[src/rtl/ttt_move_if.sv]
// Request/status bundle between the player input logic and ttt_move_ctrl.
interface ttt_move_if;
    logic       new_game;
    logic       x_req;
    logic [1:0] x_row;
    logic [1:0] x_col;
    logic       o_req;
    logic [1:0] o_row;
    logic [1:0] o_col;
    logic       x_ack;
    logic       o_ack;
    logic       illegal;
    logic [8:0] pos_x;
    logic [8:0] pos_o;
    logic       turn;
    logic       game_over;
    logic [1:0] winner;

    modport master (
        output new_game, x_req, x_row, x_col, o_req, o_row, o_col,
        input  x_ack, o_ack, illegal, pos_x, pos_o, turn, game_over, winner
    );
    modport slave (
        input  new_game, x_req, x_row, x_col, o_req, o_row, o_col,
        output x_ack, o_ack, illegal, pos_x, pos_o, turn, game_over, winner
    );
endinterface

[src/rtl/ttt_move_ctrl.sv]
// Tic-tac-toe move sequencer: turn arbitration, move validation, board scoring.
// Optional move timer enabled by defining TTT_TIMEOUT_EN.
module ttt_move_ctrl #(
    parameter bit FIRST_O        = 1'b0,
    parameter int TIMEOUT_CYCLES = 1000000
) (
    input  logic      clock,
    input  logic      reset,
    ttt_move_if.slave bus
);
    typedef enum logic [2:0] {TURN_X, TURN_O, CHECK, WIN, DRAW} state_e;
    localparam state_e START = FIRST_O ? TURN_O : TURN_X;

    function automatic logic [3:0] cell_idx(input logic [1:0] r, input logic [1:0] c);
        return 4'd3 * (4'd3 - {2'b00, c}) + (4'd3 - {2'b00, r});
    endfunction

    function automatic logic has_line(input logic [8:0] p);
        return ((p & 9'h1C0) == 9'h1C0) || ((p & 9'h038) == 9'h038) ||
               ((p & 9'h007) == 9'h007) || ((p & 9'h124) == 9'h124) ||
               ((p & 9'h092) == 9'h092) || ((p & 9'h049) == 9'h049) ||
               ((p & 9'h111) == 9'h111) || ((p & 9'h054) == 9'h054);
    endfunction

    state_e     state_q, state_d;
    logic [8:0] pos_x_q, pos_x_d, pos_o_q, pos_o_d;
    logic       mover_q, mover_d;
    logic       x_arm_q, x_arm_d, o_arm_q, o_arm_d;
    logic       x_ack_q, x_ack_d, o_ack_q, o_ack_d, illegal_q, illegal_d;
    logic       turn_q, turn_d, over_q, over_d;
    logic [1:0] winner_q, winner_d;

    logic       in_turn, act_o, act_req, coord_ok, accept, reject, expire;
    logic [1:0] act_row, act_col;
    logic [3:0] act_idx;
    logic [8:0] act_bit, mover_pos;
    logic       mover_win, board_full;

    assign in_turn    = (state_q == TURN_X) || (state_q == TURN_O);
    assign act_o      = (state_q == TURN_O);
    // arm bits force a drop-and-reraise of req between a player's moves
    assign act_req    = act_o ? (bus.o_req && o_arm_q) : (bus.x_req && x_arm_q);
    assign act_row    = act_o ? bus.o_row : bus.x_row;
    assign act_col    = act_o ? bus.o_col : bus.x_col;
    assign coord_ok   = (act_row != 2'd0) && (act_col != 2'd0);
    assign act_idx    = cell_idx(act_row, act_col);
    assign act_bit    = coord_ok ? (9'd1 << act_idx) : 9'd0;
    assign accept     = in_turn && act_req && coord_ok && ((act_bit & (pos_x_q | pos_o_q)) == 9'd0);
    assign reject     = in_turn && act_req && !accept;
    assign mover_pos  = mover_q ? pos_o_q : pos_x_q;
    assign mover_win  = has_line(mover_pos);
    assign board_full = ((pos_x_q | pos_o_q) == 9'h1FF);

`ifdef TTT_TIMEOUT_EN
    localparam int TW = $clog2(TIMEOUT_CYCLES);
    logic [TW-1:0] tmr_q, tmr_d;

    assign expire = in_turn && !accept && (tmr_q == TW'(TIMEOUT_CYCLES - 1));

    always_comb begin
        tmr_d = tmr_q;
        if (accept || expire || bus.new_game) tmr_d = '0;
        else if (in_turn)                     tmr_d = tmr_q + TW'(1);
    end

    always_ff @(posedge clock) begin
        if (reset) tmr_q <= '0;
        else       tmr_q <= tmr_d;
    end
`else
    logic unused_tmo;
    assign unused_tmo = ^TIMEOUT_CYCLES;
    assign expire     = 1'b0;
`endif

    always_ff @(posedge clock) begin
        if (reset) begin
            state_q   <= START;
            pos_x_q   <= '0;
            pos_o_q   <= '0;
            mover_q   <= 1'b0;
            x_arm_q   <= 1'b1;
            o_arm_q   <= 1'b1;
            x_ack_q   <= 1'b0;
            o_ack_q   <= 1'b0;
            illegal_q <= 1'b0;
            turn_q    <= FIRST_O;
            over_q    <= 1'b0;
            winner_q  <= 2'b00;
        end else begin
            state_q   <= state_d;
            pos_x_q   <= pos_x_d;
            pos_o_q   <= pos_o_d;
            mover_q   <= mover_d;
            x_arm_q   <= x_arm_d;
            o_arm_q   <= o_arm_d;
            x_ack_q   <= x_ack_d;
            o_ack_q   <= o_ack_d;
            illegal_q <= illegal_d;
            turn_q    <= turn_d;
            over_q    <= over_d;
            winner_q  <= winner_d;
        end
    end

    always_comb begin
        state_d = state_q;
        pos_x_d = pos_x_q;
        pos_o_d = pos_o_q;
        mover_d = mover_q;
        x_arm_d = x_arm_q || !bus.x_req;
        o_arm_d = o_arm_q || !bus.o_req;
        case (state_q)
            TURN_X, TURN_O: begin
                if (accept) begin
                    if (act_o) begin
                        pos_o_d = pos_o_q | act_bit;
                        o_arm_d = 1'b0;
                    end else begin
                        pos_x_d = pos_x_q | act_bit;
                        x_arm_d = 1'b0;
                    end
                    mover_d = act_o;
                    state_d = CHECK;
                end else if (expire) begin
                    state_d = act_o ? TURN_X : TURN_O;
                end
            end
            CHECK: begin
                if (mover_win)       state_d = WIN;
                else if (board_full) state_d = DRAW;
                else                 state_d = mover_q ? TURN_X : TURN_O;
            end
            default: ;
        endcase
        if (bus.new_game) begin
            state_d = START;
            pos_x_d = '0;
            pos_o_d = '0;
            mover_d = 1'b0;
        end
    end

    always_comb begin
        x_ack_d   = accept && !act_o;
        o_ack_d   = accept && act_o;
        illegal_d = reject || expire;
        turn_d    = turn_q;
        over_d    = over_q;
        winner_d  = winner_q;
        if (expire) turn_d = !act_o;
        if (state_q == CHECK) begin
            if (mover_win) begin
                over_d   = 1'b1;
                winner_d = mover_q ? 2'b10 : 2'b01;
            end else if (board_full) begin
                over_d   = 1'b1;
                winner_d = 2'b11;
            end else begin
                turn_d = !mover_q;
            end
        end
        if (bus.new_game) begin
            x_ack_d   = 1'b0;
            o_ack_d   = 1'b0;
            illegal_d = 1'b0;
            turn_d    = FIRST_O;
            over_d    = 1'b0;
            winner_d  = 2'b00;
        end
    end

    assign bus.x_ack     = x_ack_q;
    assign bus.o_ack     = o_ack_q;
    assign bus.illegal   = illegal_q;
    assign bus.pos_x     = pos_x_q;
    assign bus.pos_o     = pos_o_q;
    assign bus.turn      = turn_q;
    assign bus.game_over = over_q;
    assign bus.winner    = winner_q;
endmodule

[src/flat_wrapper.sv]
// flat-port wrapper written by rule: the top's interface ports become plain ports
module ttt_move_ctrl_flat 
#(
    parameter bit FIRST_O        = 1'b0,
    parameter int TIMEOUT_CYCLES = 1000000
)
  (clock, reset, bus_new_game, bus_x_req, bus_x_row, bus_x_col, bus_o_req, bus_o_row, bus_o_col, bus_x_ack, bus_o_ack, bus_illegal, bus_pos_x, bus_pos_o, bus_turn, bus_game_over, bus_winner);
  ttt_move_if bus_i ();
  input  logic clock;
  input  logic reset;
  input wire logic [$bits(bus_i.new_game)-1:0] bus_new_game;
  input wire logic [$bits(bus_i.x_req)-1:0] bus_x_req;
  input wire logic [$bits(bus_i.x_row)-1:0] bus_x_row;
  input wire logic [$bits(bus_i.x_col)-1:0] bus_x_col;
  input wire logic [$bits(bus_i.o_req)-1:0] bus_o_req;
  input wire logic [$bits(bus_i.o_row)-1:0] bus_o_row;
  input wire logic [$bits(bus_i.o_col)-1:0] bus_o_col;
  output wire logic [$bits(bus_i.x_ack)-1:0] bus_x_ack;
  output wire logic [$bits(bus_i.o_ack)-1:0] bus_o_ack;
  output wire logic [$bits(bus_i.illegal)-1:0] bus_illegal;
  output wire logic [$bits(bus_i.pos_x)-1:0] bus_pos_x;
  output wire logic [$bits(bus_i.pos_o)-1:0] bus_pos_o;
  output wire logic [$bits(bus_i.turn)-1:0] bus_turn;
  output wire logic [$bits(bus_i.game_over)-1:0] bus_game_over;
  output wire logic [$bits(bus_i.winner)-1:0] bus_winner;
  assign bus_i.new_game = bus_new_game;
  assign bus_i.x_req = bus_x_req;
  assign bus_i.x_row = bus_x_row;
  assign bus_i.x_col = bus_x_col;
  assign bus_i.o_req = bus_o_req;
  assign bus_i.o_row = bus_o_row;
  assign bus_i.o_col = bus_o_col;
  assign bus_x_ack = bus_i.x_ack;
  assign bus_o_ack = bus_i.o_ack;
  assign bus_illegal = bus_i.illegal;
  assign bus_pos_x = bus_i.pos_x;
  assign bus_pos_o = bus_i.pos_o;
  assign bus_turn = bus_i.turn;
  assign bus_game_over = bus_i.game_over;
  assign bus_winner = bus_i.winner;
  ttt_move_ctrl #(.FIRST_O(FIRST_O), .TIMEOUT_CYCLES(TIMEOUT_CYCLES)) u_core (.clock(clock), .reset(reset), .bus(bus_i));
endmodule
[config.mk]
export PLATFORM = sky130hd
export DESIGN_NAME = ttt_move_ctrl_flat
export DESIGN_NICKNAME = d
export VERILOG_FILES = /design/src/rtl/ttt_move_if.sv /design/src/rtl/ttt_move_ctrl.sv /design/src/flat_wrapper.sv
export SDC_FILE = /design/constraint.sdc
export NUM_CORES = 1
export LEC_CHECK = 0
export CORE_ASPECT_RATIO = 1.4
export CORE_MARGIN = 4
export CORE_UTILIZATION = 49
export DETAILED_ROUTE_END_ITERATION = 6
export PLACE_DENSITY = 0.81
export SLEW_MARGIN = 5
export SYNTH_ARGS = -nofsm -noshare
export SYNTH_HDL_FRONTEND = slang
export SYNTH_SLANG_ARGS = --single-unit
[constraint.sdc]
create_clock -name clock -period 4.1 [get_ports clock]
set_input_delay 0.615 -clock clock [delete_from_list [all_inputs] [get_ports clock]]
set_output_delay 0.615 -clock clock [all_outputs]
set_load 0.01 [all_outputs]
Word level (Yosys, flattened, before mapping). Cells that the tools add are included.

Flip-flop bits (word level): 31. Logic and storage cells: 95. Output and inout port bits: 25. Input bits: 13.

Shifts and indexed selects: 1. Eq/ne operators: 12. Bitwise gates (word level): 7. $add $sub $neg: 3. Multiply operators: 1. Reduce and logical (&&, ||, !) cells: 38. Mux-type cells: 21.

Operators with widths (count): OR 9 bit (3); equality test 3 bit, second input constant (8); two-way mux 9 bit (2); logical OR 1 bit (10); two-way mux 1 bit (10); two-way mux 2 bit (5); bitwise AND 9 bit (1); equality test 9 bit, second input constant (1); logical AND 1 bit (9); zero test 9 bit (1); two-way mux 3 bit (3); AND reduction 3 bit (3); left shift 1 x 4 -> 9 bit, first input constant (1); nonzero test 2 bit (4); one-hot mux 3 bit (2 select lines) (1); AND reduction 2 bit (3); subtractor 2 x 2 -> 3 bit, first input constant (2); zero test 1 bit (5); adder 4 bit (1); multiplier 2 x 4 -> 4 bit, first input constant (1); OR reduction 2 bit (2); equality test 3 x 1 -> 1 bit, second input constant (1); equality test 3 x 2 -> 1 bit, second input constant (1); zero test 3 bit (1); other kinds (2) (4).

Depth between registers and ports, before layout. Gate-level depths: netlist (run 1).

Depth after elaboration: 12. Mapped depth: 11. Depth with buffers taken out: 11.

Worst setup path after synthesis (run 1). No wires, ideal clock.

Path type: flip-flop to flip-flop. Start point: register u_core.state_q[0]. End point: register u_core.pos_x_q[2] (netlist: u_core.bus.pos_x[2]). Period minus slack after synthesis: 3781 ps. Arrival: 3654 ps. Buffers on the path: 0. Setup slack: 319 ps. Stages on the path, launching flop included: 11. Required time: 3972 ps. Setup time: 128 ps. Cell sequence: dfxtp_1 -> nor3b_4 -> mux2_2 -> fa_1 -> inv_1 -> ha_1 -> fa_1 -> mux4_2 -> o221a_2 -> nand4_1 -> o21ai_0.

Word-level cells in the longest chain between the ends: 11. Elaborated cells on any way between the ends: 24. Those cells by class: add/sub: 3; mul: 1; eq/ne: 1; shift: 1; mux: 4; bitwise: 3; reduce/logical: 11.

Ends and longest elaborated chain: start: declaration (line ttt_move_ctrl.sv:25) `state_e state_q, state_d;`; start signal: assignment (line ttt_move_ctrl.sv:91) `state_q <= state_d;`; equality test 3 x 1 -> 1 bit (line ttt_move_ctrl.sv:39, ttt_move_ctrl.sv:40, ttt_move_ctrl.sv:113); two-way mux 2 bit (line ttt_move_ctrl.sv:44) `assign act_col = act_o ? bus.o_col : bus.x_col;`; subtractor 2 x 2 -> 3 bit (line ttt_move_ctrl.sv:15) `return 4'd3 * (4'd3 - {2'b00, c}) + (4'd3 - {2'b00, r});`; multiplier 2 x 4 -> 4 bit (line ttt_move_ctrl.sv:15); adder 4 bit (line ttt_move_ctrl.sv:15); left shift 1 x 4 -> 9 bit (line ttt_move_ctrl.sv:47) `assign act_bit = coord_ok ? (9'd1 << act_idx) : 9'd0;`; two-way mux 9 bit (line ttt_move_ctrl.sv:47); bitwise AND 9 bit (line ttt_move_ctrl.sv:48) `assign accept = in_turn && act_req && coord_ok && ((act_bit & (pos_x_q | pos_o_q)) == 9'd0);`; zero test 9 bit (line ttt_move_ctrl.sv:48); logical AND 1 bit (line ttt_move_ctrl.sv:48); AND reduction 3 bit (no line); end signal: assignment (line ttt_move_ctrl.sv:92) `pos_x_q <= pos_x_d;`; end: declaration (line ttt_move_ctrl.sv:26) `logic [8:0] pos_x_q, pos_x_d, pos_o_q, pos_o_d;`.

Several ways; a longest one is shown, not always the timed one. A chain may end at the register's enable or synchronous reset.

Worst setup path in the final report (run 1).
Start point: register u_core.state_q[0]. End point: register u_core.pos_o_q[1] (netlist: u_core.bus.pos_o[1]).

Word-level cells in the longest chain between the ends: 11. Elaborated cells on any way between the ends: 23. Those cells by class: add/sub: 3; mul: 1; eq/ne: 1; shift: 1; mux: 4; bitwise: 2; reduce/logical: 11.

Ends and longest elaborated chain: equality test 3 x 1 -> 1 bit (line ttt_move_ctrl.sv:39, ttt_move_ctrl.sv:40, ttt_move_ctrl.sv:113); two-way mux 2 bit (line ttt_move_ctrl.sv:44); subtractor 2 x 2 -> 3 bit (line ttt_move_ctrl.sv:15); multiplier 2 x 4 -> 4 bit (line ttt_move_ctrl.sv:15); adder 4 bit (line ttt_move_ctrl.sv:15); left shift 1 x 4 -> 9 bit (line ttt_move_ctrl.sv:47); two-way mux 9 bit (line ttt_move_ctrl.sv:47); bitwise AND 9 bit (line ttt_move_ctrl.sv:48); zero test 9 bit (line ttt_move_ctrl.sv:48); logical AND 1 bit (line ttt_move_ctrl.sv:48); AND reduction 3 bit (no line); end signal: assignment (line ttt_move_ctrl.sv:93) `pos_o_q <= pos_o_d;`; end: declaration (line ttt_move_ctrl.sv:26).

Several ways; a longest one is shown, not always the timed one.

==> results of run 1 <==
## report_power, final
part	internal [mW]	switching (mW)	total, mW	leakage [nW]
Sequential	0.305	0.00396	0.309	0.250
Combinational	0.0518	0.0645	0.116	0.452
Clock	0.131	0.109	0.240	0.0470
Total	0.488	0.177	0.665	0.749
## metal layers
metal	routed length [um]	track usage	part of all wire	up-vias
met2	2450	0.411	0.53	70
met1	1700	0.242	0.37	775
li1	-	-	-	756
met3	305	0.0559	0.066	15
met5	0	0	0	-
met4	147	0.0950	0.032	0
## cells in the final DEF (no fill, tap or decap), types with 3 or more instances in the layout
cell and count:
clkbuf_8 6, clkdlybuf4s50_1 37, o221a_2 3, nand3_1 5, nand4_1 3, mux2_2 3
inv_1 10, nor2_1 9, nand2_1 27, dfxtp_1 31, a22oi_1 4, o21ai_0 8
o21ai_1 5, nor3_1 6, or2_2 5, o22ai_1 6, buf_4 7, ha_1 3
## how the worst max path moves through the flow
| stage | start | endpoint | cells after the start |
|---|---|---|---|
| global route | u_core.state_q[0] | u_core.bus.pos_o[1] | 10 |
| floorplan | u_core.state_q[0] | u_core.bus.pos_x[2] | 10 |
| finish | u_core.state_q[0] | u_core.bus.pos_o[1] | 10 |
| CTS | u_core.state_q[0] | u_core.bus.pos_x[6] | 10 |
| detailed placement | bus_x_col[0] | u_core.bus.pos_o[6] | 10 |
| global placement | bus_o_col[0] | u_core.bus.pos_x[6] | 10 |
## cells in the mapped netlist, types with 3 or more instances
| library cell | instances |
|---|---|
| mux2_2 | 3 |
| or2_2 | 5 |
| nor2_1 | 10 |
| dfxtp_1 | 31 |
| nand2_1 | 27 |
| ha_1 | 3 |
| inv_1 | 10 |
| nand4_1 | 3 |
| o221a_2 | 3 |
| nor3_1 | 6 |
| nand3_1 | 5 |
| o21ai_0 | 13 |
| clkbuf_1 | 3 |
| o22ai_1 | 6 |
| a22oi_1 | 4 |
## logic make-up (layout without fill, tap and decap cells)
family,Yosys count,count (layout),share of synthesized area
flops,31,31,0.388
simple gates,71,71,0.233
xor+xnor,1,1,0.00548
mux,7,7,0.0619
fa+ha+maj,5,5,0.0486
compound gates,49,49,0.229
buf+inv,14,61,0.0329
## through the flow
stage	std cells	TNS, ns	instance area [um^2]	setup slack (ns)	power, mW
after CTS	261	0	2120	0.125	0.663
after floorplan	178	0	1600	0.319	0.383
after global placement	254	0	2030	0.114	0.421
final	264	0	2140	0.168	0.665
after detailed placement	254	-0.00195	2030	-0.00195	0.426
after global routing	264	0	2140	0.00770	0.692
## critical path, cell delays in order (launching register included)
cell,delay (ns)
dfxtp_1,0.43
nor3b_4,0.37
mux2_2,0.42
fa_1,0.58
inv_1,0.05
ha_1,0.20
fa_1,0.54
mux4_2,0.51
o221a_2,0.29
nand4_1,0.27
o22ai_1,0.14
## state kept, by name, summed over array words and instances (netlist names), 2 cells and up
register	cells
u_core.bus.pos_o	9
u_core.bus.pos_x	9
u_core.state_q	3
u_core.bus.winner	2
## layout make-up
cell class,count,share of cell area
Inverter,10,0.0175
Clock buffer,6,0.0385
Clock inverter,1,0.00233
Sequential cell,31,0.289
Tap cell,39,0.0228
Timing Repair Buffer,44,0.197
Multi-Input combinational cell,133,0.432
## what timing repair did
item / CTS / global route
setup buffers: 0 / 3
resized for setup: 0 / 6
setup endpoints to repair: 0 / 11
==> impl_metrics.json, run 1 <==
{
  "ys_ff_latch": 31,
  "finalHoldViolCount": 0,
  "yosys_warnings": 0,
  "place_congestion": 0.848,
  "rows": 24,
  "clockRootBuffer": "clkbuf_8",
  "grt_max_degree": 25,
  "gr-total-overflow": 0,
  "grt_pass1_wl_mm": 7.31,
  "port_buffers": 37,
  "fillers": 268,
  "vias": 1616,
  "dieArea_um2": 4250,
  "post_synth_num_cell_types": 48,
  "cp-start-kind": "register",
  "antenna_found_initial": 0,
  "whs_endpoint": "u_core.bus.game_over",
  "ant_nets": 0,
  "reg2reg_to": "u_core.bus.pos_o[1]",
  "yosysSeqAreaShare": 0.388,
  "hold_depth": 1,
  "nets": 243,
  "diodes": 0,
  "holdCritStartpoint": "u_core.bus.game_over",
  "outcome": "completed",
  "endpoint_kind": "register",
  "synthTopCellsByArea": "dfxtp_1 39%, nand2_1 6.3%, o21ai_0 4.1%",
  "drive_gt1_frac": 0.151,
  "drc": 0,
  "dp_hpwl_mm": 3.44,
  "clock_skew_ns": 0.00711,
  "grt_pass1_vias": 1577,
  "routedWlPerCell_um": 17.4,
  "cts_hold_buf": 0,
  "fin_hold_ws_ns": 0.489,
  "power_leakage_nw": 0.749,
  "drv_cap": 0,
  "fp.dieH_um": 75.6,
  "fp.coreArea_um2": 3120,
  "final_core_util": 0.687,
  "syn_avg_cell_area_um2": 8.98,
  "rr_worst_depth": 10,
  "rsz0062_at_grt": "false",
  "r2r_start": "u_core.state_q[0]",
  "max_freq_mhz": 254,
  "cts_tree": "built",
  "finalCriticalPeriod_ns": 3.93,
  "synth-edff-count": 0,
  "numCtsBuffers": 5,
  "clock_latency_ns": 0.28,
  "maxSlewViolCount": 0,
  "synthToLayoutAreaGrowth_pct": 34.2,
  "htreeDepth": 2,
  "ios": 38,
  "synth_top_area_cell": "dfxtp_1",
  "cts.sinks": 31,
  "critPathArrivalTime_ns": 4.08,
  "slew_headroom": 0.664,
  "hp-class": "reg -> reg",
  "start_util": 0.512,
  "synthesis.area_um2": 1600,
  "clkTransAtPathRegs_ns": 0.06,
  "drt_iter0_markers": 112,
  "worst_pin_slew_ns": 0.501,
  "async_flop_share": 0,
  "finalSetupViolations": 0,
  "power_density_nw_per_um2": 310,
  "syn-instance-count": 178,
  "synth_top_area_frac": 0.388,
  "die_w_um": 56.3,
  "path_class": "reg -> reg",
  "finalWirelength_mm": 4.61,
  "seqCellArea_um2": 621,
  "syn_nets": 196,
  "r2r_setup_slack_ns": 0.17,
  "firstDrtPassIters": 4,
  "clock_path_buffers": 2,
  "cp_max_fo": 8,
  "post_drt_via_cell_ratio": 6.12,
  "multi_input_area_um2": 927,
  "synth_ff_type": "dfxtp_1",
  "groute.usage.overall": 0.222,
  "worstPathRequired_ns": 4.25,
  "vdd_drop_max_mv": 0.239,
  "period_share": 0.959
}
(Power assumes the default switching activity.)
==> run 2, diff against run 1 <==
Settings changed: GPL_TIMING_DRIVEN set to 0.
==> impl_metrics.json, run 2 (same netlist as run 1, synthesis figures left out) <==
{
  "diodes": 0,
  "drv_cap": 0,
  "fin_hold_ws_ns": 0.495,
  "power_density_nw_per_um2": 307,
  "finalPower_uw": 664,
  "r2r_start": "u_core.state_q[2]",
  "groute.usage.overall": 0.230,
  "met1_usage": 0.249,
  "firstDrtPassIters": 7,
  "rows": 24,
  "slew_headroom": 0.590,
  "die_w_um": 56.3,
  "r2r_setup_slack_ns": 0.19,
  "cp_max_fo": 8,
  "cpPeakStageDelay_ns": 0.63,
  "routedWlPerCell_um": 17.3,
  "power.internal_uw": 485,
  "finalWirelength_mm": 4.60,
  "drt_iter0_markers": 89,
  "period_share": 0.954,
  "finalHoldViolCount": 0,
  "cts_tree": "built",
  "dieArea_um2": 4250,
  "dp_hpwl_mm": 3.34,
  "place_area_um2": 2020,
  "fillers": 276,
  "place_inst": 254,
  "power_leakage_nw": 0.755,
  "ios": 38,
  "cp-startpoint": "u_core.state_q[2]",
  "grt_pass1_wl_mm": 7.58,
  "finalCriticalPeriod_ns": 3.91,
  "grt_max_degree": 11,
  "endpoint_kind": "register",
  "final_core_util": 0.693,
  "critPathArrivalTime_ns": 4.07,
  "drc": 0,
  "instances_no_fill": 266,
  "vdd_drop_max_mv": 0.289,
  "htreeDepth": 2,
  "maxSlewViolCount": 0,
  "cp_slowest_cell": "fa_2",
  "clock_latency_ns": 0.29,
  "crit_family": "adder cells",
  "worstPathCellList": "nor3b_4, buf_4, mux2_2, fa_1, inv_1, ha_1, fa_2, mux4_2, o221a_2, nand4_1, buf_12, o22ai_1",
  "top_usage_layer": "met2",
  "hold_depth": 2,
  "p_seq_frac": 0.465,
  "rsz0062_at_grt": "false",
  "outcome": "completed",
  "reg2reg_to": "u_core.bus.pos_x[1]",
  "grt_pass1_vias": 1649,
  "fin_ws_ns": 0.190,
  "clkTransAtPathRegs_ns": 0.07,
  "holdCritStartpoint": "u_core.bus.pos_o[6]",
  "post_drt_via_cell_ratio": 6.10,
  "place_congestion": 0.927,
  "cts.sinks": 31,
  "dp_slack_ns": -0.154,
  "worstPathRequired_ns": 4.26,
  "p_comb_frac": 0.166,
  "post-route-cell-area_um2": 2160,
  "final_cell_mix": "37 x clkdlybuf4s50_1, 30 x dfxtp_1, 27 x nand2_1",
  "synthToLayoutAreaGrowth_pct": 35.4,
  "switchingPower_uw": 179,
  "worst_pin_slew_ns": 0.615,
  "use_met2": 0.428,
  "antenna_found_initial": 0,
  "clock_skew_ns": 0.00894,
  "finalSetupViolations": 0,
  "rr_worst_depth": 12,
  "tns_ns": 0,
  "cts_hold_buf": 0,
  "crit_buf_inv": 3,
  "ant_nets": 0,
  "fp.coreArea_um2": 3120,
  "cp-start-kind": "register",
  "clockRootBuffer": "clkbuf_8",
  "vias": 1623,
  "numCtsBuffers": 5,
  "whs_endpoint": "u_core.bus.pos_o[6]",
  "clock_path_buffers": 2,
  "hp-class": "reg -> reg",
  "port_buffers": 37,
  "layout_commonest_cell": "clkdlybuf4s50_1",
  "max_freq_mhz": 256,
  "fp.dieH_um": 75.6,
  "path_class": "reg -> reg",
  "gr-total-overflow": 0,
  "power_frac_clock": 0.370,
  "nets": 245,
  "use_met3": 0.0559,
  "power_switching_share": 0.269,
  "drive_gt1_frac": 0.150,
  "start_util": 0.512
}
-- run 2: cell types whose count changed in the layout (fill, tap and decap cells not counted), moves of 3 or more --
cell and change:
buf_4 -3, o21ai_0 +5, o21ai_1 -5, clkbuf_1 +3
-- run 2: how the worst max path moves through the flow --
stage / endpoint / cells past startpoint
finish: u_core.bus.pos_x[1] / 12
global placement: u_core.bus.pos_x[6] / 10
CTS: u_core.bus.pos_o[1] / 11
global route: u_core.bus.pos_x[2] / 12
detailed placement: u_core.bus.pos_x[2] / 10
floorplan: u_core.bus.pos_x[2] / 10
-- run 2: layout make-up --
| type | instances | area, um^2 | share of cell area |
|---|---|---|---|
| Clock buffer | 6 | 82.6 | 0.0382 |
| Sequential cell | 31 | 622 | 0.287 |
| Tap cell | 39 | 48.8 | 0.0226 |
| Multi-Input combinational cell | 133 | 932 | 0.431 |
| Inverter | 10 | 37.5 | 0.0174 |
| Clock inverter | 1 | 5.00 | 0.00231 |
| Timing Repair Buffer | 42 | 420 | 0.194 |
| Buffer | 4 | 15.0 | 0.00694 |
-- run 2: metal layers --
metal / wire [um] / part of all wire / vias up
met1: 1760 / 0.38 / 778
met3: 290 / 0.063 / 12
met2: 2470 / 0.54 / 75
met4: 89 / 0.019 / 0
li1: - / - / 758
met5: 0 / 0 / -
-- run 2: power groups by stage --
| stage | combinational, mW | clock (mW) | sequential (mW) |
|---|---|---|---|
| global placement | 0.101 | 0 | 0.315 |
| finish | 0.110 | 0.246 | 0.309 |
| detailed placement | 0.103 | 0 | 0.315 |
| floorplan | 0.0674 | 0 | 0.316 |
| CTS | 0.107 | 0.242 | 0.309 |
| global route | 0.120 | 0.254 | 0.309 |
-- run 2: worst min-delay path: stages (launching register included) --
cell and delay (ns):
dfxtp_1 0.33, nand2_1 0.05, o21ai_0 0.06
-- run 2: what timing repair did --
action | in CTS | in global routing
gates resized for setup | 0 | 3
setup buffers | 4 | 1
endpoints found under the hold margin | 0 | 0
gates cloned | 0 | 0
endpoints found under the setup margin | 19 | 16
pin swaps | 0 | 1
